--- src/rtl/ram_16x8_pkg.sv ---
// Shared types and constants for the 16x8 program/data RAM and its loader.
package ram_16x8_pkg;

  // Default geometry: 4-bit MAR address, 8-bit W bus.
  localparam int AW_DEF    = 4;
  localparam int DW_DEF    = 8;
  localparam int MEM_DEPTH = 2 ** AW_DEF;

  // Loader FSM states.
  typedef enum logic [1:0] {
    IDLE = 2'd0,
    LOAD = 2'd1,
    DONE = 2'd2
  } ld_state_t;

endpackage

--- src/rtl/ram_16x8_if.sv ---
// Bus bundle between the CPU side (MAR, W bus, program loader) and the RAM.
interface ram_16x8_if #(
  parameter int AW = ram_16x8_pkg::AW_DEF,
  parameter int DW = ram_16x8_pkg::DW_DEF
) ();

  logic [AW-1:0] address;
  logic [DW-1:0] data;
  logic          nCE;
  logic          nWE;
  logic          prog;
  logic [DW-1:0] ld_data;
  logic          ld_valid;
  logic          ld_ready;
  logic          ld_done;
  logic [AW-1:0] ld_addr;
  logic [DW-1:0] WBUS;
  logic          WBUS_oe;

  // CPU / loader side: drives address, data, strobes and the byte stream.
  modport master (
    output address, data, nCE, nWE, prog, ld_data, ld_valid,
    input  ld_ready, ld_done, ld_addr, WBUS, WBUS_oe
  );

  // RAM side.
  modport slave (
    input  address, data, nCE, nWE, prog, ld_data, ld_valid,
    output ld_ready, ld_done, ld_addr, WBUS, WBUS_oe
  );

endinterface

--- src/rtl/ram_16x8_loader_fsm.sv ---
// Program-loader FSM: fills memory sequentially from a valid/ready byte stream.
module ram_loader_fsm
  import ram_16x8_pkg::*;
#(
  parameter int AW = AW_DEF,
  parameter int DW = DW_DEF
) (
  input  logic          clk,
  input  logic          rst,
  input  logic          prog,
  input  logic [DW-1:0] ld_data,
  input  logic          ld_valid,
  output logic          ld_ready,
  output logic          ld_done,
  output logic [AW-1:0] ld_addr,
  output logic          wr_en,
  output logic [AW-1:0] wr_addr,
  output logic [DW-1:0] wr_data
);

  ld_state_t state;

  // A load starts only on a rising edge of prog. prog_q resets to 1 so that
  // holding prog high through a reset does not silently restart a load; the
  // operator has to drop prog and raise it again.
  logic prog_q;

  // A byte is taken when the handshake completes while still in load mode.
  // Dropping prog in the same cycle aborts the load instead of writing, so the
  // loader never competes with a run-mode write for the storage port.
  logic xfer;
  assign xfer = ld_ready && ld_valid && prog;

  // State register plus registered ld_ready/ld_done/ld_addr outputs.
  always_ff @(posedge clk or posedge rst) begin
    if (rst) begin
      state    <= IDLE;
      ld_addr  <= '0;
      ld_done  <= 1'b0;
      ld_ready <= 1'b0;
      prog_q   <= 1'b1;
    end else begin
      prog_q <= prog;
      unique case (state)
        IDLE: begin
          if (prog && !prog_q) begin
            state    <= LOAD;
            ld_addr  <= '0;
            ld_done  <= 1'b0;
            ld_ready <= 1'b1;
          end
        end
        LOAD: begin
          if (!prog) begin
            state    <= IDLE;
            ld_ready <= 1'b0;
          end else if (xfer) begin
            ld_addr <= ld_addr + AW'(1);
            if (ld_addr == '1) begin
              state    <= DONE;
              ld_done  <= 1'b1;
              ld_ready <= 1'b0;
            end
          end
        end
        DONE: begin
          if (!prog) begin
            state <= IDLE;
          end
        end
        default: begin
          state    <= IDLE;
          ld_ready <= 1'b0;
        end
      endcase
    end
  end

  assign wr_en   = xfer;
  assign wr_addr = ld_addr;
  assign wr_data = ld_data;

endmodule

--- src/rtl/ram_16x8.sv ---
// 16x8 program/data RAM behind the MAR, with a built-in program loader.
// Reads are combinational onto the W bus; writes happen on the rising edge,
// either from the W bus in run mode or from the loader in program mode.
module ram_16x8
  import ram_16x8_pkg::*;
#(
  parameter int AW = AW_DEF,
  parameter int DW = DW_DEF
) (
  input logic       CLK,
  input logic       CLR,
  ram_16x8_if.slave bus
);

  localparam int DEPTH = 2 ** AW;

  logic [DW-1:0] mem [DEPTH];

  logic          ld_wr_en;
  logic [AW-1:0] ld_wr_addr;
  logic [DW-1:0] ld_wr_data;

  logic          mem_we;
  logic [AW-1:0] mem_waddr;
  logic [DW-1:0] mem_wdata;

  logic          rd_en;

  ram_loader_fsm #(
    .AW(AW),
    .DW(DW)
  ) u_loader (
    .clk      (CLK),
    .rst      (CLR),
    .prog     (bus.prog),
    .ld_data  (bus.ld_data),
    .ld_valid (bus.ld_valid),
    .ld_ready (bus.ld_ready),
    .ld_done  (bus.ld_done),
    .ld_addr  (bus.ld_addr),
    .wr_en    (ld_wr_en),
    .wr_addr  (ld_wr_addr),
    .wr_data  (ld_wr_data)
  );

  // Write-port mux: the loader owns the port while prog is high, so the bus
  // strobes cannot corrupt memory during a load.
  always_comb begin
    mem_we    = 1'b0;
    mem_waddr = bus.address;
    mem_wdata = bus.data;
    if (bus.prog) begin
      mem_we    = ld_wr_en;
      mem_waddr = ld_wr_addr;
      mem_wdata = ld_wr_data;
    end else begin
      mem_we = !bus.nWE;
    end
  end

  // Storage array: cleared by reset, single write port.
  always_ff @(posedge CLK or posedge CLR) begin
    if (CLR) begin
      for (int i = 0; i < DEPTH; i++) begin
        mem[i] <= '0;
      end
    end else if (mem_we) begin
      mem[mem_waddr] <= mem_wdata;
    end
  end

  // Zero-latency read onto the W bus; reading the array before the edge means
  // a read-during-write shows the old contents.
  always_comb begin
    rd_en       = !CLR && !bus.prog && !bus.nCE;
    bus.WBUS    = rd_en ? mem[bus.address] : '0;
    bus.WBUS_oe = rd_en;
  end

endmodule

--- src/flat_wrapper.sv ---
// flat-port wrapper written by rule: the top's interface ports become plain ports
module ram_16x8_flat import ram_16x8_pkg::*;
#(
  parameter int AW = AW_DEF,
  parameter int DW = DW_DEF
)
  (CLK, CLR, bus_address, bus_data, bus_nCE, bus_nWE, bus_prog, bus_ld_data, bus_ld_valid, bus_ld_ready, bus_ld_done, bus_ld_addr, bus_WBUS, bus_WBUS_oe);
  ram_16x8_if #(.AW(AW), .DW(DW)) bus_i ();
  input logic CLK;
  input logic CLR;
  input wire logic [$bits(bus_i.address)-1:0] bus_address;
  input wire logic [$bits(bus_i.data)-1:0] bus_data;
  input wire logic [$bits(bus_i.nCE)-1:0] bus_nCE;
  input wire logic [$bits(bus_i.nWE)-1:0] bus_nWE;
  input wire logic [$bits(bus_i.prog)-1:0] bus_prog;
  input wire logic [$bits(bus_i.ld_data)-1:0] bus_ld_data;
  input wire logic [$bits(bus_i.ld_valid)-1:0] bus_ld_valid;
  output wire logic [$bits(bus_i.ld_ready)-1:0] bus_ld_ready;
  output wire logic [$bits(bus_i.ld_done)-1:0] bus_ld_done;
  output wire logic [$bits(bus_i.ld_addr)-1:0] bus_ld_addr;
  output wire logic [$bits(bus_i.WBUS)-1:0] bus_WBUS;
  output wire logic [$bits(bus_i.WBUS_oe)-1:0] bus_WBUS_oe;
  assign bus_i.address = bus_address;
  assign bus_i.data = bus_data;
  assign bus_i.nCE = bus_nCE;
  assign bus_i.nWE = bus_nWE;
  assign bus_i.prog = bus_prog;
  assign bus_i.ld_data = bus_ld_data;
  assign bus_i.ld_valid = bus_ld_valid;
  assign bus_ld_ready = bus_i.ld_ready;
  assign bus_ld_done = bus_i.ld_done;
  assign bus_ld_addr = bus_i.ld_addr;
  assign bus_WBUS = bus_i.WBUS;
  assign bus_WBUS_oe = bus_i.WBUS_oe;
  ram_16x8 #(.AW(AW), .DW(DW)) u_core (.CLK(CLK), .CLR(CLR), .bus(bus_i));
endmodule
--- config.mk ---
export PLATFORM = sky130hd
export DESIGN_NAME = ram_16x8_flat
export DESIGN_NICKNAME = d
export VERILOG_FILES = /design/src/rtl/ram_16x8_pkg.sv /design/src/rtl/ram_16x8_if.sv /design/src/rtl/ram_16x8_loader_fsm.sv /design/src/rtl/ram_16x8.sv /design/src/flat_wrapper.sv
export SDC_FILE = /design/constraint.sdc
export NUM_CORES = 1
export LEC_CHECK = 0
export CELL_PAD_IN_SITES_DETAIL_PLACEMENT = 0
export CELL_PAD_IN_SITES_GLOBAL_PLACEMENT = 1
export CORE_MARGIN = 4
export CORE_UTILIZATION = 40
export CTS_CLUSTER_DIAMETER = 50
export DETAILED_ROUTE_END_ITERATION = 10
export PLACE_DENSITY_LB_ADDON = 0.2
export SYNTH_ARGS = -nofsm -noshare
export SYNTH_HDL_FRONTEND = slang
export SYNTH_SLANG_ARGS = --single-unit
--- constraint.sdc ---
create_clock -name CLK -period 5.2 [get_ports CLK]
set_clock_uncertainty 0.15 [all_clocks]
set_input_delay 1.04 -clock CLK [delete_from_list [all_inputs] [get_ports CLK]]
set_output_delay 1.04 -clock CLK [all_outputs]
set_load 0.1 [all_outputs]
==> results of run 1 <==
==> cells in the mapped netlist <==
cell        n
a211oi_1    3
a21oi_1     2
a221oi_4   16
buf_1       1
buf_2      10
buf_4       3
buf_6       1
clkbuf_1   18
clkbuf_2    2
dfrtp_1   136
dfstp_2     1
ha_1        1
inv_1       3
mux2_1      5
mux2_2    134
mux2i_1     2
mux2i_2     1
mux4_2     32
nand2_1     3
nand2b_1    4
nand3_1    28
nand3b_1   10
nand3b_2    1
nand4_1    10
nand4b_1    2
nor2_1      3
nor2b_1     2
nor3_1      2
nor4b_2     1
o21a_1      2
o21ai_0     2
o21ba_2     1
or2_1       1
or3_1       2
or3b_1      3
or3b_2      1
or4b_2      1
==> worst paths after layout <==
check / slack (ps) / startpoint / to / depth (start not counted)
setup / recovery: 970 / bus_prog / bus_WBUS[0] / 7
hold / removal: 330 / u_core.u_loader.ld_done / u_core.u_loader.ld_done / 1
setup reg to reg: 2770 / u_core.u_loader.ld_addr[2] / u_core.mem[123] / 3
hold reg to reg: 330 / u_core.u_loader.ld_done / u_core.u_loader.ld_done / 1
max in group asynchronous: 2880 / CLR / u_core.mem[122] / 3
min in group asynchronous: 1170 / CLR / u_core.mem[63] / 2
==> per-stage QoR <==
stage	instances	cell area [um^2]	hold slack (ps)	power (mW)
finish	717	8180	335	3.61
global placement	686	7570	314	2.33
CTS	717	8180	340	3.64
detailed placement	686	7570	327	2.37
floorplan	450	6880	303	2.14
global route	717	8180	350	3.77
==> logic make-up (layout without fill, tap and decap cells) <==
group / after synthesis / in the layout / share of synthesized area [%]
muxes: 174 / 174 / 33.7
DFF: 137 / 137 / 49.8
and+or+nand+nor: 74 / 74 / 6.62
buffers and inverters: 38 / 85 / 2.56
AOI/OAI and AO/OA: 26 / 26 / 7.09
adders and majority gates: 1 / 1 / 0.182
==> placed cells by master (no fill, tap or decap), types with 2 or more instances in the layout <==
| master | n |
|---|---|
| dfrtp_1 | 136 |
| mux2_2 | 134 |
| mux4_2 | 32 |
| clkdlybuf4s50_1 | 30 |
| nand3_1 | 28 |
| clkbuf_16 | 17 |
| a221oi_4 | 16 |
| buf_4 | 11 |
| nand3b_1 | 10 |
| nand4_1 | 10 |
| buf_12 | 9 |
| mux2_1 | 5 |
| nand2b_1 | 4 |
| clkinv_2 | 4 |
| bufinv_16 | 4 |
| nand2_1 | 3 |
| or3b_1 | 3 |
| nor2_1 | 3 |
| a211oi_1 | 3 |
| o21ai_0 | 2 |
| a21oi_1 | 2 |
| or3_1 | 2 |
| nand4b_1 | 2 |
| nor2b_1 | 2 |
| mux2i_1 | 2 |
| o21a_1 | 2 |
| inv_1 | 2 |
| clkinv_4 | 2 |
==> sequential cells by signal, indices dropped and copies added (netlist names) <==
signal	count
u_core.mem	128
u_core.u_loader.ld_addr	4
u_core.u_loader.state	2
u_core.u_loader.ld_done	1
u_core.u_loader.ld_ready	1
u_core.u_loader.prog_q	1
==> per-layer routing <==
layer,vias up,track usage (%),routed length [um]
met3,11,4.48,630
met4,0,4.33,171
met1,2076,22.8,7330
met5,-,0,0
met2,75,27.5,7640
li1,1792,-,-
==> where the power goes <==
| part | switching [mW] | internal, mW | total, mW |
|---|---|---|---|
| Combinational | 0.321 | 0.442 | 0.762 |
| Clock | 0.456 | 0.812 | 1.27 |
| Sequential | 0.180 | 1.40 | 1.58 |
==> area by class of cell <==
class	count	area [um^2]
inverters	3	13.8
clock inverters	12	174
multi-input cells	275	3280
clock buffers	19	443
well taps	220	275
flip-flops and latches	137	3430
repair buffers	51	568
fillers	1423	8520
==> results_dict.tcl, run 1 <==
set metrics [dict create \
    status "completed" \
    drc 0 \
    path_cells "clkdlybuf4s50_1, buf_4, nor3_2, buf_4, nand3_1, nand4_1, buf_12" \
    min_period_over_period_pct 81.4 \
    fin_tns_setup_ps 0 \
    gp_congestion 0.837 \
    crit_type "in -> out" \
    slew_violations 0 \
    synth_area_leaders "dfrtp_1 49%, mux2_2 22%, mux4_2 10%" \
    hold_buffers 0 \
    die_width_um 139 \
    wl_mm 15.8 \
    vdd_drop_max_mv 0.233 \
    clock_sinks 137 \
    post_cts_buffers 0 \
    fin_ws_ps 969 \
    post-route-min-period_ps 4230 \
    syn-mean-instance-area_um2 15.3 \
    route.vias.total 3954 \
    cp.buffers_inverters 4 \
    cts-root-buf "clkbuf_16" \
    syn-instance-count 450 \
    synthesis.nets 477 \
    area_delta_synth_final_pct 18.9 \
    fmax_mhz 236 \
    routedWlPerCell_um 22.0 \
    finalHoldViolCount 0 \
    ant_nets 0 \
    hold_class "reg -> reg" \
    start_util_pct 41.2 \
    cts_buffers 17 \
    yosys_warnings 0 \
    io_buffers 40 \
    antenna_found_initial 0 \
    tightest_slew_ps 1180 \
    synth_cell_type_count 37 \
    dr.first_iter.drc_count 193 \
    crit_fanout 21 \
    die_h_um 139 \
    grt_usage_pct 16.9 \
    pwr_density_cell_nw_per_um2 441 \
    insertion_delay_ps 410 \
    crit_required_ps 4010 \
    fin_nets 512 \
    synth_top_area_share_pct 49.5 \
    via_per_inst 5.51 \
    cp.arrival_ps 3040 \
    cts_tree "yes" \
    ys_seq_area_share_pct 49.8 \
    rsz0062_at_grt "no" \
    ys_ff_latch 137 \
    cts_resized 0 \
    crit_path_end_kind "output port" \
    cpLargestDelayFamily "buffers and inverters" \
    grt_pass1_wl_mm 25.2 \
    setup_viol_count_final 0 \
    place_ws_ps 947 \
    dr.pass1.iters 4 \
    num_antenna_cells 0 \
    clkTransAtPathRegs_ps 60 \
    cp_common_cell "buf_4" \
    grt_pass1_vias 4320 \
    max-slew-margin-rel_pct 19.6 \
    synth_area_um2 6880 \
    cp-start-kind "input port" \
    clock_path_buffers 2 \
    rows 47 \
    utilization_pct 49.0 \
    max_stage_delay_ps 670 \
    maxCapViolations 0 \
    die_area_um2 19400 \
    leakage_nw 3.62 \
    htree_num_levels 4 \
    synth.largest_area_cell "dfrtp_1" \
    cp_slowest_cell "clkdlybuf4s50_1" \
    dp_hpwl_mm 10.8 \
    layout-drive-gt1-share_pct 48.7 \
    fp.coreArea_um2 16700 \
    grt_max_degree 81 \
    gr-total-overflow 0 \
    pin_count 41 \
]
No activity file was read; power rests on OpenSTA's default activity.
==> inputs of run 2 (changes only) <==
==> constraint.sdc (replaced) <==
create_clock -name CLK -period 3.6 [get_ports CLK]
set_clock_uncertainty 0.15 [all_clocks]
set_input_delay 0.72 -clock CLK [delete_from_list [all_inputs] [get_ports CLK]]
set_output_delay 0.72 -clock CLK [all_outputs]
set_load 0.1 [all_outputs]
==> run 2 against run 1 <==
  * Hold slack gained 1.2 ps
  * Sequential power grew 43%
  * Register-to-register slack lost 1500 ps
  * Clock-buffer cell count shrank 1
  * Combinational power grew 47%
  * Clock power grew 29%
  * First-iteration DRC count grew 18%
  * Die area is the same
  * Critical path type unchanged
  * Largest cell class unchanged
==> results_dict.tcl, run 2 (synthesis gave the netlist of run 1 again) <==
set metrics [dict create \
    reg2reg_depth 3 \
    area_delta_synth_final_pct 20.1 \
    cp-start-kind "input port" \
    clkTransAtPathRegs_ps 60 \
    fmax_mhz 297 \
    fin_nets 523 \
    holdWs_ps 336 \
    fp.coreArea_um2 16700 \
    top_regs "u_core.mem x128, u_core.u_loader.ld_addr x4, u_core.u_loader.state x2" \
    hold_class "reg -> reg" \
    tightest_slew_ps 1240 \
    stdcell_area_um2 8260 \
    whs_path_depth 1 \
    route.vias.total 4091 \
    rows 47 \
    cts_tree "yes" \
    cts_buffers 17 \
    clock_sinks 137 \
    fin_tns_setup_ps 0 \
    cp.arrival_ps 2500 \
    post_cts_buffers 0 \
    cts-root-buf "clkbuf_16" \
    rsz0062_at_grt "no" \
    stdcell_count 728 \
    hold_buffers 0 \
    num_antenna_cells 0 \
    drc 0 \
    setup_viol_count_final 0 \
    slew_violations 0 \
    dp_hpwl_mm 10.7 \
    min_period_over_period_pct 93.6 \
    pwr_density_cell_nw_per_um2 607 \
    crit_path_end_kind "output port" \
    antenna_found_initial 0 \
    finalHoldViolCount 0 \
    routedWlPerCell_um 21.5 \
    largest-register "u_core.mem" \
    ant_nets 0 \
    clock_path_buffers 2 \
    die_h_um 139 \
    leakage_nw 3.67 \
    crit_fanout 34 \
    layout_common_cells "136 x dfrtp_1, 134 x mux2_2, 32 x mux4_2, 28 x nand3_1, 25 x clkdlybuf4s50_1" \
    fin_ws_ps 230 \
    grt_pass1_wl_mm 25.2 \
    htree_num_levels 4 \
    grt_pass1_vias 4407 \
    die_area_um2 19400 \
    wl_mm 15.7 \
    status "completed" \
    die_width_um 139 \
    post-route-min-period_ps 3370 \
    gr-total-overflow 0 \
    pin_count 41 \
    dr.first_iter.drc_count 228 \
    maxCapViolations 0 \
    io_buffers 40 \
    placed_area_um2 7710 \
    gp_congestion 0.758 \
    insertion_delay_ps 420 \
    crit_required_ps 2730 \
    fillerInstances 1424 \
    grt_max_degree 52 \
    grt_usage_pct 17.0 \
    vdd_drop_max_mv 0.338 \
    largest_reg_flops 128 \
    layout-drive-gt1-share_pct 50.8 \
    dr.pass1.iters 4 \
    crit_type "in -> out" \
    post-place-cells 697 \
    max-slew-margin-rel_pct 15.5 \
    cts_resized 0 \
    place_ws_ps 162 \
    start_util_pct 41.2 \
    via_per_inst 5.62 \
    layout_commonest_cell "dfrtp_1" \
]
==> run 2: through the flow <==
stage	utilization [%]	total power, mW
2_1_floorplan	-	3.09
3_3_place_gp	46.2	3.36
3_5_place_dp	46.2	3.42
4_1_cts	49.5	5.08
5_1_grt	49.5	5.27
6_report	49.5	5.02
==> run 2: report_power, final <==
group | switching [mW] | internal [mW] | leakage [nW]
combinational | 0.474 | 0.646 | 1.66
clock | 0.686 | 0.952 | 0.257
sequential | 0.245 | 2.02 | 1.75
total | 1.40 | 3.61 | 3.67
==> run 2: worst paths after layout <==
kind,from,end,slack (ps)
min in group asynchronous,CLR,u_core.mem[83],740
max in group asynchronous,CLR,u_core.mem[11],1760
max reg2reg,u_core.u_loader.ld_addr[2],u_core.mem[123],1240
min,u_core.u_loader.ld_done,u_core.u_loader.ld_done,340
min reg2reg,u_core.u_loader.ld_done,u_core.u_loader.ld_done,340
max,bus_address[1],bus_WBUS[2],230
==> run 2: area by class of cell <==
| class | instances | area (um^2) | area share [%] |
|---|---|---|---|
| clock buffers | 18 | 429 | 5.19 |
| clock inverters | 13 | 124 | 1.50 |
| well taps | 220 | 275 | 3.33 |
| flip-flops and latches | 137 | 3430 | 41.5 |
| inverters | 3 | 15.0 | 0.182 |
| repair buffers | 62 | 701 | 8.48 |
| multi-input cells | 275 | 3290 | 39.8 |
==> run 2: metal layers <==
layer  wire, um  vias to the layer above  GRT usage [%]
met5          0                        -              0
met4        248                        0           5.72
met3        633                       20           4.69
met2       7560                       88           27.1
met1       7220                     2161           22.6
li1           -                     1822              -
==> run 2: critical path: stages <==
cell	delay [ps]
clkdlybuf4s50_1	510
buf_12	260
mux4_2	380
nand3_1	110
nand4_1	260
buf_12	270
==> inputs of run 3 (changes only) <==
--- a/config.mk
+++ b/config.mk
@@ -8,7 +8,7 @@
 export CELL_PAD_IN_SITES_DETAIL_PLACEMENT = 0
 export CELL_PAD_IN_SITES_GLOBAL_PLACEMENT = 1
 export CORE_MARGIN = 4
-export CORE_UTILIZATION = 40
+export CORE_UTILIZATION = 35
 export CTS_CLUSTER_DIAMETER = 50
 export DETAILED_ROUTE_END_ITERATION = 10
 export PLACE_DENSITY_LB_ADDON = 0.2
==> run 3 against run 2 <==
  * Core utilization shrank 6.2 points
  * Highest routed layer unchanged
  * Global-route usage down 1.4 points
  * Die area increased by 13%
  * Largest power group unchanged
  * Critical path type unchanged
==> results_dict.tcl, run 3 (synthesis gave the netlist of run 1 again) <==
set metrics [dict create \
    dr.first_iter.drc_count 142 \
    crit_type "in -> out" \
    crit_fanout 12 \
    area_delta_synth_final_pct 22.0 \
    die_h_um 148 \
    clock_sinks 137 \
    insertion_delay_ps 420 \
    gp_congestion 0.790 \
    dp_hpwl_mm 11.2 \
    tightest_slew_ps 1210 \
    drc 0 \
    vdd_drop_max_mv 0.357 \
    die_width_um 148 \
    fp.coreArea_um2 19400 \
    cpLargestDelayFamily "buffers and inverters" \
    cts_buffers 17 \
    hold_class "reg -> reg" \
    holdWs_ps 334 \
    htree_num_levels 4 \
    wl_mm 16.0 \
    cp.buffers_inverters 3 \
    finalHoldViolCount 0 \
    max-slew-margin-rel_pct 17.6 \
    via_per_inst 5.26 \
    fmax_mhz 296 \
    cp_slowest_cell "mux4_2" \
    clock_path_buffers 2 \
    ant_nets 0 \
    cp.arrival_ps 2500 \
    slew_violations 0 \
    fin_nets 530 \
    rows 51 \
    cts-root-buf "clkbuf_16" \
    min_period_over_period_pct 93.7 \
    path_cells "buf_2, buf_12, mux4_2, nand3_1, nand4_1, buf_12" \
    grt_max_degree 78 \
    max_stage_delay_ps 530 \
    fin_tns_setup_ps 0 \
    largest_reg_flops 128 \
    grt_busiest_layer "met2" \
    status "completed" \
    worst-path-stages 6 \
    top_regs "u_core.mem x128, u_core.u_loader.ld_addr x4, u_core.u_loader.state x2" \
    cts_tree "yes" \
    met3_usage_pct 3.47 \
    placed_area_um2 7800 \
    grt_pass1_vias 4464 \
    hold_buffers 0 \
    dr.pass1.iters 4 \
    r2r_slack_ps 1220 \
    grtUsageMet1_pct 21.6 \
    layout_commonest_cell "dfrtp_1" \
    post-route-min-period_ps 3370 \
    crit_path_end_kind "output port" \
    largest-register "u_core.mem" \
    crit_required_ps 2730 \
    layout-drive-gt1-share_pct 52.1 \
    stdcell_area_um2 8400 \
    cp-start-kind "input port" \
    antenna_found_initial 0 \
    clkTransAtPathRegs_ps 50 \
    rsz0062_at_grt "no" \
    die_area_um2 22000 \
    routedWlPerCell_um 20.5 \
    route.vias.total 4109 \
    start_util_pct 35.5 \
    layout_common_cells "136 x dfrtp_1, 134 x mux2_2, 32 x mux4_2, 31 x buf_4, 28 x nand3_1" \
    leakage_nw 3.72 \
    post_cts_buffers 0 \
    cts_resized 0 \
    gr-total-overflow 0 \
    pwr_density_cell_nw_per_um2 612 \
    io_buffers 40 \
    maxCapViolations 0 \
    pin_count 41 \
    reg2reg_depth 3 \
    grtUsageMet2_pct 24.9 \
    grt_usage_pct 15.6 \
    setup_viol_count_final 0 \
    cp_common_cell "buf_12" \
    grt_pass1_wl_mm 26.2 \
    whs_path_depth 1 \
    num_antenna_cells 0 \
]
-- run 3: cell count changes in the layout (fill, tap and decap cells not counted), sizes merged --
cell	change
clkbuf	-1
buf	+9
clkdlybuf4s50	-2
bufinv	+2
-- run 3: where the power goes --
| group | switching, mW | internal, mW |
|---|---|---|
| clock | 0.677 | 1.09 |
| combinational | 0.471 | 0.649 |
| sequential | 0.237 | 2.02 |
-- run 3: final timing paths --
check / to / from
worst max-delay path: bus_WBUS[4] / bus_address[0]
worst min-delay path: u_core.mem[56] / u_core.mem[56]
worst max register to register: u_core.mem[36] / u_core.u_loader.ld_addr[2]
worst min register to register: u_core.mem[56] / u_core.mem[56]
max in group asynchronous: u_core.u_loader.prog_q / CLR
min in group asynchronous: u_core.mem[44] / CLR
-- run 3: worst register-to-register path: stages (launching register included) --
cell and delay, ps:
dfrtp_1 500, nand3b_1 460, a221oi_4 750, mux2_2 410
-- run 3: routing by layer --
metal / wire length (um) / part of all wire [%]
met5: 0 / 0
met4: 222 / 1.4
met3: 512 / 3.2
met2: 7710 / 48
met1: 7540 / 47
-- run 3: stage by stage --
stage                     setup slack (ps)  util [%]  power [mW]  std cells
after detailed placement               154      40.2        3.42        749
after global placement                 178      40.2        3.36        749
after floorplan                       26.1         -        3.09        450
after global routing                  99.3      43.3        5.41        781
final                                  226      43.3        5.14        781
after CTS                              181      43.3        5.21        781
-- run 3: cell type report --
class / instances / area, um^2
fill: 1803 / 11000
sequential: 137 / 3430
multi-input combinational: 275 / 3290
timing repair buffer: 69 / 733
clock buffer: 17 / 425
tap: 265 / 332
clock inverter: 15 / 174
inverter: 3 / 15.0
